## config.mk

```make
export PLATFORM = sky130hd
export DESIGN_NAME = uart_rx_8n1_flat
export DESIGN_NICKNAME = d
export VERILOG_FILES = /design/src/rtl/uart_rx_8n1_if.sv /design/src/rtl/uart_rx_8n1.sv /design/src/flat_wrapper.sv
export SDC_FILE = /design/constraint.sdc
export NUM_CORES = 1
export LEC_CHECK = 0
export CAP_MARGIN = 40
export CORE_ASPECT_RATIO = 1.75
export CORE_MARGIN = 2
export CORE_UTILIZATION = 50
export CTS_BUF_LIST = sky130_fd_sc_hd__clkbuf_2
export CTS_CLUSTER_DIAMETER = 100
export DETAILED_ROUTE_END_ITERATION = 8
export GPL_ROUTABILITY_DRIVEN = 1
export PLACE_DENSITY = 0.73
export SKIP_CTS_REPAIR_TIMING = 1
export SLEW_MARGIN = 20
export SYNTH_ARGS = -nofsm -noshare
export SYNTH_HDL_FRONTEND = slang
export SYNTH_SLANG_ARGS = --single-unit
```

## constraint.sdc

```tcl
create_clock -name CLOCK_50 -period 2.45 [get_ports CLOCK_50]
set_input_delay 0.735 -clock CLOCK_50 [delete_from_list [all_inputs] [get_ports CLOCK_50]]
set_output_delay 0.735 -clock CLOCK_50 [all_outputs]
set_load 0.02 [all_outputs]
```

## src/rtl/uart_rx_8n1_if.sv

```systemverilog
// Receiver-side signal bundle for uart_rx_8n1: serial line in, framed byte and strobes out.
// charReceived/frameError are valid-only strobes (no ready); DataOut holds until the next good frame.
interface uart_rx_8n1_if #(
   parameter int DATA_BITS = 8
);
   logic                 DataIn;
   logic [DATA_BITS-1:0] DataOut;
   logic                 charReceived;
   logic                 frameError;
   logic                 busy;
   logic [2:0]           state_dbg;

   modport master (
      input  DataIn,
      output DataOut, charReceived, frameError, busy, state_dbg
   );

   modport slave (
      output DataIn,
      input  DataOut, charReceived, frameError, busy, state_dbg
   );
endinterface

```

## src/rtl/uart_rx_8n1.sv

```systemverilog
// 8N1 serial receiver, 16x oversampled from a free-running tick divider.
// Optional macro RX_MAJORITY_EN: each bit decision is a 3-tick majority vote.
module uart_rx_8n1 #(
   parameter int CLKS_PER_TICK = 301,
   parameter int OVERSAMPLE    = 16,
   parameter int DATA_BITS     = 8
) (
   input  logic          CLOCK_50,
   input  logic          reset,
   uart_rx_8n1_if.master rx_if
);
   localparam int DIV_W = (CLKS_PER_TICK > 1) ? $clog2(CLKS_PER_TICK) : 1;
   localparam int SC_W  = $clog2(OVERSAMPLE);
   localparam int BIT_W = (DATA_BITS > 1) ? $clog2(DATA_BITS) : 1;

   localparam logic [DIV_W-1:0] DIV_LAST     = DIV_W'(CLKS_PER_TICK - 1);
   localparam logic [SC_W-1:0]  SC_LAST      = SC_W'(OVERSAMPLE - 1);
   localparam logic [SC_W-1:0]  SC_MID_START = SC_W'(OVERSAMPLE / 2 - 1);
   localparam logic [BIT_W-1:0] BIT_LAST     = BIT_W'(DATA_BITS - 1);

   typedef enum logic [2:0] {
      IDLE      = 3'd0,
      START     = 3'd1,
      DATA      = 3'd2,
      STOP      = 3'd3,
      WAIT_IDLE = 3'd4
   } state_t;

   state_t               state_q, state_d;
   logic                 sync1_q, sync1_d;
   logic                 sync2_q, sync2_d;
   logic [DIV_W-1:0]     div_q, div_d;
   logic [SC_W-1:0]      sc_q, sc_d;
   logic [BIT_W-1:0]     bit_q, bit_d;
   logic [DATA_BITS-1:0] shift_q, shift_d;
   logic [DATA_BITS-1:0] data_q, data_d;
   logic                 char_q, char_d;
   logic                 ferr_q, ferr_d;

   logic tick;
   logic rx_s;
   logic bit_val;

   assign rx_s = sync2_q;
   assign tick = (div_q == DIV_LAST);

   always_comb begin
      sync1_d = rx_if.DataIn;
      sync2_d = sync1_q;
      div_d   = tick ? '0 : div_q + 1'b1;
   end

`ifdef RX_MAJORITY_EN
   localparam logic [SC_W-1:0] SC_START_A = SC_MID_START - SC_W'(2);
   localparam logic [SC_W-1:0] SC_START_B = SC_MID_START - SC_W'(1);
   localparam logic [SC_W-1:0] SC_BIT_A   = SC_LAST - SC_W'(2);
   localparam logic [SC_W-1:0] SC_BIT_B   = SC_LAST - SC_W'(1);

   logic maj_a_q, maj_a_d;
   logic maj_b_q, maj_b_d;

   // The two earlier votes are captured on the ticks just before the decision tick.
   always_comb begin
      maj_a_d = maj_a_q;
      maj_b_d = maj_b_q;
      if (tick) begin
         if (state_q == START) begin
            if (sc_q == SC_START_A) maj_a_d = rx_s;
            if (sc_q == SC_START_B) maj_b_d = rx_s;
         end else if (state_q == DATA || state_q == STOP) begin
            if (sc_q == SC_BIT_A) maj_a_d = rx_s;
            if (sc_q == SC_BIT_B) maj_b_d = rx_s;
         end
      end
      bit_val = (maj_a_q & maj_b_q) | (maj_a_q & rx_s) | (maj_b_q & rx_s);
   end

   always_ff @(posedge CLOCK_50 or negedge reset) begin
      if (!reset) begin
         maj_a_q <= 1'b1;
         maj_b_q <= 1'b1;
      end else begin
         maj_a_q <= maj_a_d;
         maj_b_q <= maj_b_d;
      end
   end
`else
   always_comb begin
      bit_val = rx_s;
   end
`endif

   // IDLE pins sc at 0, so the tick that sees the start edge counts as sc=0.
   always_comb begin
      state_d = state_q;
      sc_d    = sc_q;
      bit_d   = bit_q;
      shift_d = shift_q;
      data_d  = data_q;
      char_d  = 1'b0;
      ferr_d  = 1'b0;
      if (state_q == WAIT_IDLE) begin
         if (rx_s) begin
            state_d = IDLE;
            sc_d    = '0;
         end else if (tick) begin
            sc_d = sc_q + 1'b1;
         end
      end else if (tick) begin
         sc_d = sc_q + 1'b1;
         unique case (state_q)
            IDLE: begin
               if (!rx_s) state_d = START;
               else       sc_d    = '0;
            end
            START: begin
               if (sc_q == SC_MID_START) begin
                  sc_d  = '0;
                  bit_d = '0;
                  if (!bit_val) state_d = DATA;
                  else          state_d = IDLE;
               end
            end
            DATA: begin
               if (sc_q == SC_LAST) begin
                  shift_d[bit_q] = bit_val;
                  if (bit_q == BIT_LAST) state_d = STOP;
                  else                   bit_d   = bit_q + 1'b1;
               end
            end
            STOP: begin
               if (sc_q == SC_LAST) begin
                  if (bit_val) begin
                     data_d  = shift_q;
                     char_d  = 1'b1;
                     state_d = IDLE;
                  end else begin
                     ferr_d  = 1'b1;
                     state_d = WAIT_IDLE;
                  end
               end
            end
            default: state_d = IDLE;
         endcase
      end
   end

   always_ff @(posedge CLOCK_50 or negedge reset) begin
      if (!reset) begin
         state_q <= IDLE;
         sync1_q <= 1'b1;
         sync2_q <= 1'b1;
         div_q   <= '0;
         sc_q    <= '0;
         bit_q   <= '0;
         shift_q <= '0;
         data_q  <= '0;
         char_q  <= 1'b0;
         ferr_q  <= 1'b0;
      end else begin
         state_q <= state_d;
         sync1_q <= sync1_d;
         sync2_q <= sync2_d;
         div_q   <= div_d;
         sc_q    <= sc_d;
         bit_q   <= bit_d;
         shift_q <= shift_d;
         data_q  <= data_d;
         char_q  <= char_d;
         ferr_q  <= ferr_d;
      end
   end

   assign rx_if.DataOut      = data_q;
   assign rx_if.charReceived = char_q;
   assign rx_if.frameError   = ferr_q;
   assign rx_if.busy         = (state_q != IDLE);
   assign rx_if.state_dbg    = state_q;

endmodule

```

## src/flat_wrapper.sv

```systemverilog
// flat-port wrapper written by rule: the top's interface ports become plain ports
module uart_rx_8n1_flat 
#(
   parameter int CLKS_PER_TICK = 301,
   parameter int OVERSAMPLE    = 16,
   parameter int DATA_BITS     = 8
)
  (CLOCK_50, reset, rx_if_DataIn, rx_if_DataOut, rx_if_charReceived, rx_if_frameError, rx_if_busy, rx_if_state_dbg);
  uart_rx_8n1_if #(.DATA_BITS(DATA_BITS)) rx_if_i ();
  input  logic CLOCK_50;
  input  logic reset;
  input wire logic [$bits(rx_if_i.DataIn)-1:0] rx_if_DataIn;
  output wire logic [$bits(rx_if_i.DataOut)-1:0] rx_if_DataOut;
  output wire logic [$bits(rx_if_i.charReceived)-1:0] rx_if_charReceived;
  output wire logic [$bits(rx_if_i.frameError)-1:0] rx_if_frameError;
  output wire logic [$bits(rx_if_i.busy)-1:0] rx_if_busy;
  output wire logic [$bits(rx_if_i.state_dbg)-1:0] rx_if_state_dbg;
  assign rx_if_i.DataIn = rx_if_DataIn;
  assign rx_if_DataOut = rx_if_i.DataOut;
  assign rx_if_charReceived = rx_if_i.charReceived;
  assign rx_if_frameError = rx_if_i.frameError;
  assign rx_if_busy = rx_if_i.busy;
  assign rx_if_state_dbg = rx_if_i.state_dbg;
  uart_rx_8n1 #(.CLKS_PER_TICK(CLKS_PER_TICK), .OVERSAMPLE(OVERSAMPLE), .DATA_BITS(DATA_BITS)) u_core (.CLOCK_50(CLOCK_50), .reset(reset), .rx_if(rx_if_i));
endmodule
```

Yosys cells after proc, flatten, opt, wreduce, memory -nomap -nowiden:

Cells that the tools add are included.

* output and inout bits: 14
* flip-flop bits (word level): 39
* bits of input ports: 3
* word-level logic and storage cells: 80

* magnitude comparators: 2
* reductions and logical operators: 11
* equal/unequal tests: 17
* bitwise logic cells: 1
* mux-type cells: 36
* add/subtract/negate cells: 3

Operators with widths (count)
* 3-bit 2-to-1 mux: 12
* 4-bit 2-to-1 mux: 6
* 3-bit by 1-bit inequality test with 1-bit output, second input constant: 4
* 3-bit one-hot mux with 4 select lines: 1
* 1-bit 2-to-1 mux: 11
* 9-bit by 1-bit adder with 9-bit output, second input constant: 1
* 9-bit equality test, second input constant: 1
* 9-bit 2-to-1 mux: 1
* 8-bit bitwise mux: 1
* 4-bit one-hot mux with 2 select lines: 1
* 7-bit AND reduction: 1
* 3-bit by 2-bit equality test with 1-bit output, second input constant: 2
* 3-bit equality test, second input constant: 2
* 2-bit by 1-bit inequality test with 1-bit output, second input constant: 3
* 3-bit one-hot mux with 2 select lines: 1
* 6-bit AND reduction: 1
* 2-bit nonzero test: 3
* 5-bit AND reduction: 1
* 4-bit by 1-bit adder with 4-bit output, second input constant: 1
* 4-bit by 3-bit equality test with 1-bit output, second input constant: 1
* 4-bit equality test, second input constant: 1
* 3-bit by 4-bit < comparator with 1-bit output, second input constant: 1
* 4-bit AND reduction: 1
* 3-bit by 1-bit adder with 3-bit output, second input constant: 1
* 11 further kinds: 11

Logic depth before layout (Yosys ltp):

Gate-level depths: netlist of the first run.

* depth after elaboration: 6
* mapped depth: 7
* depth with buffers taken out: 6

Worst setup path before layout of the first run:

No wires, ideal clock.

* kind: register to register
* start: register u_core.state_q[0], in the netlist u_core.rx_if.state_dbg[0]
* end: register u_core.shift_q[4]
* arrival: 1.911 ns
* path buffers: 0
* required time: 2.322 ns
* setup slack: 0.411 ns
* cell stages (with the launch flop): 5
* clock period less this slack: 2.039 ns
* library setup time: 0.128 ns
* cell sequence: dfrtp_1 or3b_1 or4_4 nor4b_4 mux2_1

* word-level cells in the longest chain between the ends: 3
* elaborated cells on any way between the ends: 4
* classes of those cells: 2 x eq/ne; 1 x bitwise; 1 x reduce/logical

RTL lines
* start, declared: line uart_rx_8n1.sv:29 `state_t state_q, state_d;`
* start signal, assigned: line uart_rx_8n1.sv:161 `state_q <= state_d;`
* 3-bit equality test: line uart_rx_8n1.sv:102 `if (state_q == WAIT_IDLE) begin`
* 1-bit NOT (no line)
* 4-bit AND reduction (no line) *
* end signal, assigned: line uart_rx_8n1.sv:167 `shift_q <= shift_d;`
* end, declared: line uart_rx_8n1.sv:35 `logic [DATA_BITS-1:0] shift_q, shift_d;`

Every way passes the cells marked *; elsewhere a longest branch is shown, timed or not.
A chain may end at the register's enable or synchronous reset.

Worst setup path in the final report of the first run:

* start: register u_core.state_q[1], in the netlist u_core.rx_if.state_dbg[1]
* end: output port rx_if_state_dbg[1]

RTL lines
* end, declared: line flat_wrapper.sv:17 `output wire logic [$bits(rx_if_i.state_dbg)-1:0] rx_if_state_dbg;`

No word-level cell between the ends.

==> out/metrics.sh, run 1 <==
RUN_STATUS='complete, no violations'
PERIOD_SHARE_PCT=96.4
SYN_AREA_SQ_UM=1950
PLACE.GP.CONGESTION=0.829
ROW_COUNT=30
DETAILROUTE.VIA_COUNT=1420
MAX_STAGE_DELAY_NS=0.61
CLASS_OF_THE_WORST_HOLD_PATH='in2async'
FINALHOLDVIOLATIONS=0
DRIVE_GT1_SHARE_PCT=22.2
PLACED_CELL_AREA_SQ_UM=2190
TIMING.CRITICAL_PATH.CELLS='buf_4 -> clkdlybuf4s50_1'
FILLCELLCOUNT=352
TIMING_MAX_TRANSITION_VIOLATIONS_FINAL=0
FINAL_DESIGN_AREA_NO_FILL_SQ_UM=2260
TIGHTEST_SLEW_NS=0.515
IRDROPWORSTVDD_uV=301
GRT_MAX_DEGREE=23
WORSTPATHARRIVAL_NS=1.63
VIASPERCELL=5.57
PIN_COUNT=17
CELLPOWERDENSITY_nW_PER_UM2=420
LAYOUT.CELLS.NON_FILLER=255
SYNTH.DISTINCT_CELLS=43
GLOBAL_ROUTE.USAGE.TOTAL_PCT=20.4
SETUP_REPAIR_AFTER_GLOBAL_ROUTING_MISSED_ITS_MARGIN='false'
CRIT_BUF_INV=2
FMAXACHIEVABLE_MHz=423
FIRST_GLOBAL_VIAS=1486
DRT-PASS1-ITER-COUNT=4
FINAL_SETUP_VIOLATIONS=0
FINAL_NETS=214
CRIT_FAMILY='buffers and inverters'
GRT_OVERFLOW=0
DR.FIRST_ITER.DRC_COUNT=38
DIE_AREA_SQ_UM=4440
YS_SEQ_AREA_SHARE_PCT=50.1
CORE_SQ_UM=3830
NUMPORTBUFFERS=16
MOSTFREQUENTLAYOUTCELL='dfrtp_1'
TIMING.SLEW.HEADROOM_PCT=65.4
DRT_WL_TOTAL_MICRONS=3840
START_UTIL_PCT=51.0
CLOCK-ROOT-BUFFER='clkbuf_2'
CTS_NUM_SINKS=39
DPL.HPWL_MICRONS=2830
SYNTHCELLS=181
YOSYS_REGISTER_BITS=39
LEAK_PWR_nW=1.03
MAPPEDNETLISTNETS=189
CRITICAL_PATH_START_END_CLASSIFICATION='reg2out'
ANTENNADIODECOUNT=0
CRITPATHREQUIREDTIME_NS=1.71
MAX-CLOCK-PATH-BUFFERS=2
DRC=0
WORST_SETUP_PATH_START_KIND='flop'
FLOORPLAN.DIE.WIDTH_MICRONS=51.3
DRT-WIRELENGTH-PER-CELL_MICRONS=15.1
CLOCK_SKEW_NS=0.0220
AREA_GROWTH_PCT=15.7
TIMING.CRITICAL_PATH.SLOWEST_STAGE_CELL='clkdlybuf4s50_1'
YOSYS_WARNINGS=0
FP.DIEH_MICRONS=86.7
CLK_SLEW_ON_WORST_S_H_PATHS_NS=0.21
ANTENNA_FOUND_INITIAL=0
CLKLATENCYLATEPIN_NS=0.39
SYNTHESIS.AREA_PER_INSTANCE_SQ_UM=10.8
WORST_SETUP_PATH_END_KIND='output pin'
CTS.HTREE.LEVELS=2
CTS_INSERTED_BUFFERS=5
FINAL_PERIOD_MINUS_WORST_SETUP_SLACK_NS=2.36
GRT_PASS1_WL_MICRONS=6870
PLACEDCELLCOUNT=243
FINAL_ANTENNA_NET_COUNT=0
TRITONCTS_CLOCK_TREE='yes'
TOP_LIBRARY_CELLS_BY_USAGE_IN_THE_LAYOUT_FILL_AND_TAPS_ASIDE='dfrtp_1, nor2_1, mux2_2, nand2_1, clkdlybuf4s50_1'
CRITICAL_PATH.MAX_FANOUT=13
MAX_CAP_VIOL_COUNT=0
## metal layers
metal / vias to the layer above / global-route usage, % / routed length, microns
met1: 689 / 24.9 / 1580
met2: 35 / 35.3 / 2070
met3: 7 / 4.14 / 115
met5: - / 0 / 0
met4: 0 / 7.18 / 75
li1: 689 / - / -
## synthesized netlist by cell type, drive strengths merged
cell type / n / area [sq um]
and2: 1 / 6.26
or4: 1 / 11.3
o211ai: 3 / 22.5
nor4bb: 1 / 10.0
buf: 3 / 12.5
xor2: 4 / 35.0
nand4bb: 2 / 22.5
and3: 3 / 18.8
a31oi: 1 / 6.26
nand2: 15 / 56.3
ha: 5 / 62.6
nand4: 2 / 12.5
nor4b: 1 / 23.8
dfrtp: 37 / 926
nand3: 7 / 35.0
nor4: 3 / 31.3
or3: 3 / 18.8
clkbuf: 6 / 22.5
nor3: 4 / 20.0
o21ai: 11 / 55.1
nor2: 19 / 71.3
nand4b: 2 / 17.5
nand3b: 1 / 7.51
or3b: 1 / 8.76
inv: 5 / 18.8
o31a: 1 / 8.76
nor2b: 2 / 12.5
a221oi: 1 / 15.0
mux2i: 2 / 20.0
or2b: 1 / 7.51
a21oi: 3 / 15.0
dfstp: 2 / 52.6
mux2: 18 / 203
nand2b: 1 / 6.26
and4bb: 1 / 12.5
xnor2: 3 / 26.3
a21boi: 2 / 15.0
and4b: 1 / 10.0
a311o: 1 / 10.0
nor3b: 1 / 7.51
## layout make-up
class	count	area (sq um)	area share [%]
clock inverter	3	15.0	0.664
timing repair buffer	27	240	10.6
sequential	39	981	43.4
inverter	5	18.8	0.830
multi-input combinational	128	922	40.8
tap	48	60.1	2.65
clock buffer	5	25.0	1.11
## sequential cells by signal, summed over array words and instances (netlist names), 3 cells and up
name,cells
u_core.bit_q,3
u_core.div_q,9
u_core.rx_if.DataOut,8
u_core.rx_if.state_dbg,3
u_core.sc_q,4
u_core.shift_q,8
## worst reg2reg max path, stage by stage (launching register included)
cell     delay (ns)
dfrtp_2        0.48
buf_4          0.15
or3b_1         0.38
or4_4          0.48
nor4b_4        0.23
mux2_1         0.34
## stage by stage
| step | setup TNS [ns] | hold slack (ns) | worst slack [ns] | total power, mW | utilization (%) |
|---|---|---|---|---|---|
| after floorplan | 0 | 0.345 | 0.411 | 0.666 | - |
| after global placement | 0 | 0.348 | 0.355 | 0.685 | 57.1 |
| after detailed placement | 0 | 0.354 | 0.328 | 0.686 | 57.1 |
| after CTS | -0.207 | 0.264 | -0.134 | 0.965 | 58.2 |
| after global routing | 0 | 0.254 | 0.0207 | 0.992 | 59.1 |
| final | 0 | 0.263 | 0.0878 | 0.950 | 59.1 |
## cells by family (layout without fill, tap and decap cells)
logic type	after synthesis	after routing	share of synthesized area [%]
compound gates	23	23	7.55
simple gates	73	73	21.9
buf+inv	14	40	2.75
mux	20	20	11.4
flops	39	39	50.1
fa+ha+maj	5	5	3.20
xor+xnor	7	7	3.14
## power by group
part	switching [mW]	internal, mW	total, mW
clock	0.210	0.0656	0.275
sequential	0.00456	0.648	0.652
combinational	0.0158	0.00617	0.0220
total	0.230	0.719	0.950
## final timing paths
| kind | depth (start not counted) | start | slack (ns) | to |
|---|---|---|---|---|
| min in group CLOCK_50 | 0 | u_core.sync1_q | 0.39 | u_core.bit_val |
| worst min register to register | 0 | u_core.sync1_q | 0.39 | u_core.bit_val |
| worst max register to register | 5 | u_core.rx_if.state_dbg[0] | 0.30 | u_core.shift_q[4] |
| max in group asynchronous | 2 | reset | 1.64 | u_core.rx_if.DataOut[5] |
| worst min-delay path | 1 | reset | 0.26 | u_core.sc_q[3] |
| worst max-delay path | 2 | u_core.rx_if.state_dbg[1] | 0.09 | rx_if_state_dbg[1] |
No activity file was read; power rests on OpenSTA's default activity.
==> run 2, diff against run 1 <==
--- a/config.mk
+++ b/config.mk
@@ -7,7 +7,7 @@
 export LEC_CHECK = 0
 export CAP_MARGIN = 40
 export CORE_ASPECT_RATIO = 1.75
-export CORE_MARGIN = 2
+export CORE_MARGIN = 5
 export CORE_UTILIZATION = 50
 export CTS_BUF_LIST = sky130_fd_sc_hd__clkbuf_2
 export CTS_CLUSTER_DIAMETER = 100
==> constraint.sdc (replaced) <==
create_clock -name CLOCK_50 -period 2.8 [get_ports CLOCK_50]
set_input_delay 0.84 -clock CLOCK_50 [delete_from_list [all_inputs] [get_ports CLOCK_50]]
set_output_delay 0.84 -clock CLOCK_50 [all_outputs]
set_load 0.02 [all_outputs]
==> out/metrics.sh, run 2 (synthesis results as in run 1) <==
FINAL_NETS=207
MAX_STAGE_DELAY_NS=0.58
TNS_NS=0
TRITONCTS_CLOCK_TREE='yes'
AREA_GROWTH_PCT=15.3
NUMPORTBUFFERS=16
CLK_SLEW_ON_WORST_S_H_PATHS_NS=0.20
CTS_INSERTED_BUFFERS=5
CRITICAL_PATH.REG2REG.STARTPOINT='u_core.rx_if.state_dbg[1]'
CRITICAL_PATH.MAX_FANOUT=17
CELLPOWERDENSITY_nW_PER_UM2=413
GRT_PASS1_WL_MICRONS=6440
DRC=0
WORSTPATHARRIVAL_NS=1.86
RUN_STATUS='complete, no violations'
TIGHTEST_SLEW_NS=0.642
FINAL_ANTENNA_NET_COUNT=0
CRITPATHREQUIREDTIME_NS=1.96
ROW_COUNT=30
PLACEDCELLCOUNT=240
DRT-PASS1-ITER-COUNT=4
CTS_NUM_SINKS=39
LARGEST_REGISTER_FFS=9
FIN_TOTAL_PWR_mW=0.930
AREA.SEQUENTIAL_SQ_UM=980
SETUP_REPAIR_AFTER_GLOBAL_ROUTING_MISSED_ITS_MARGIN='false'
CRIT-REG2REG-CAPTURE='u_core.shift_q[6]'
TIMING.CRITICAL_PATH.CELLS='or3_1 -> clkdlybuf4s50_1'
LEAK_PWR_nW=0.993
PERIOD_SHARE_PCT=96.6
CLOCK-ROOT-BUFFER='clkbuf_2'
GRT_MAX_DEGREE=22
FINAL_SETUP_VIOLATIONS=0
DPL.HPWL_MICRONS=2720
MULTIINPUTGATEAREA_SQ_UM=922
FMAXACHIEVABLE_MHz=370
CORE_SQ_UM=3830
CRITICAL_PATH_START_END_CLASSIFICATION='reg2out'
PIN_COUNT=17
LAYOUT.CELLS.NON_FILLER=248
IRDROPWORSTVDD_uV=321
CLASS_OF_THE_WORST_HOLD_PATH='reg2reg'
DRIVE_GT1_SHARE_PCT=19.0
FLOORPLAN.DIE.WIDTH_MICRONS=57.3
MOSTFREQUENTLAYOUTCELL='dfrtp_1'
CTS.HTREE.LEVELS=2
TIMING.CRITICAL_PATH.SLOWEST_STAGE_CELL='dfrtp_1'
GLOBAL_ROUTE.USAGE.TOTAL_PCT=15.5
DETAILROUTE.VIA_COUNT=1394
ANTENNADIODECOUNT=0
HOLDWS_NS=0.371
CLOCK_SKEW_NS=0.0134
FINALHOLDVIOLATIONS=0
FILLCELLCOUNT=338
DRT_WL_TOTAL_MICRONS=3650
REGMOSTFLOPS='u_core.div_q'
WORST_SETUP_PATH_END_KIND='output pin'
REG2REG_DEPTH=4
FF2FF_SETUP_SLACK_NS=0.58
PLACE.GP.CONGESTION=0.765
TIMING_MAX_TRANSITION_VIOLATIONS_FINAL=0
FIRST_GLOBAL_VIAS=1443
DRT-WIRELENGTH-PER-CELL_MICRONS=14.7
START_UTIL_PCT=51.0
FINAL_PERIOD_MINUS_WORST_SETUP_SLACK_NS=2.70
DIE_AREA_SQ_UM=5310
CRITICAL_PATH.STARTPOINT='u_core.rx_if.state_dbg[1]'
CRIT_END='rx_if_busy'
FP.DIEH_MICRONS=92.7
CLKLATENCYLATEPIN_NS=0.39
MAX-CLOCK-PATH-BUFFERS=2
MAX_CAP_VIOL_COUNT=0
WORST_SETUP_PATH_START_KIND='flop'
ANTENNA_FOUND_INITIAL=0
TOP_LIBRARY_CELLS_BY_USAGE_IN_THE_LAYOUT_FILL_AND_TAPS_ASIDE='dfrtp_1, nor2_1, mux2_2, nand2_1, clkdlybuf4s50_1'
DR.FIRST_ITER.DRC_COUNT=18
VIASPERCELL=5.62
TIMING.SLEW.HEADROOM_PCT=56.8
GRT_OVERFLOW=0
run 2: how the worst min path moves through the flow:
stage,slack (ns),to,cells after the start,from
6_report,0.37,u_core.bit_val,0,u_core.sync1_q
5_1_grt,0.34,u_core.shift_q[2],1,reset
4_1_cts,0.35,u_core.shift_q[4],1,reset
3_5_place_dp,0.35,u_core.bit_val,0,u_core.sync1_q
3_3_place_gp,0.35,u_core.bit_val,0,u_core.sync1_q
2_1_floorplan,0.35,u_core.bit_val,0,u_core.sync1_q
run 2: cell type report:
type	instances	share of cell area, %
clock buffer	6	1.33
inverter	5	0.833
multi-input combinational	128	40.9
sequential	39	43.5
tap	48	2.67
clock inverter	2	1.67
timing repair buffer	20	9.11
run 2: routing by layer:
layer | part of all wire, % | up-vias | wire [microns] | GRT usage [%]
met5 | 0 | - | 0 | 0
met4 | 2.6 | 0 | 96 | 8.51
met3 | 3.6 | 8 | 130 | 3.49
met2 | 54 | 25 | 1960 | 26.4
met1 | 40 | 685 | 1460 | 17.4
li1 | - | 676 | - | -
run 2: stage by stage:
stage,setup slack [ns],area (sq um),utilization [%]
after global placement,0.531,2160,56.3
after floorplan,0.761,1950,-
final,0.0965,2250,58.9
after detailed placement,0.514,2180,57.1
after CTS,0.0127,2250,58.8
after global routing,0.00174,2250,58.9
run 2: worst max-delay path: cells and delay by family (launching register included):
family,cells,cell delay [ns]
and+or+nand+nor,1,0.36
buffers and inverters,1,0.54
DFF,1,0.58
run 2: report_power, final:
part,leakage [nW],internal (mW),switching [mW]
Combinational,0.432,0.00746,0.0136
Clock,0.0392,0.155,0.184
Sequential,0.522,0.567,0.00372
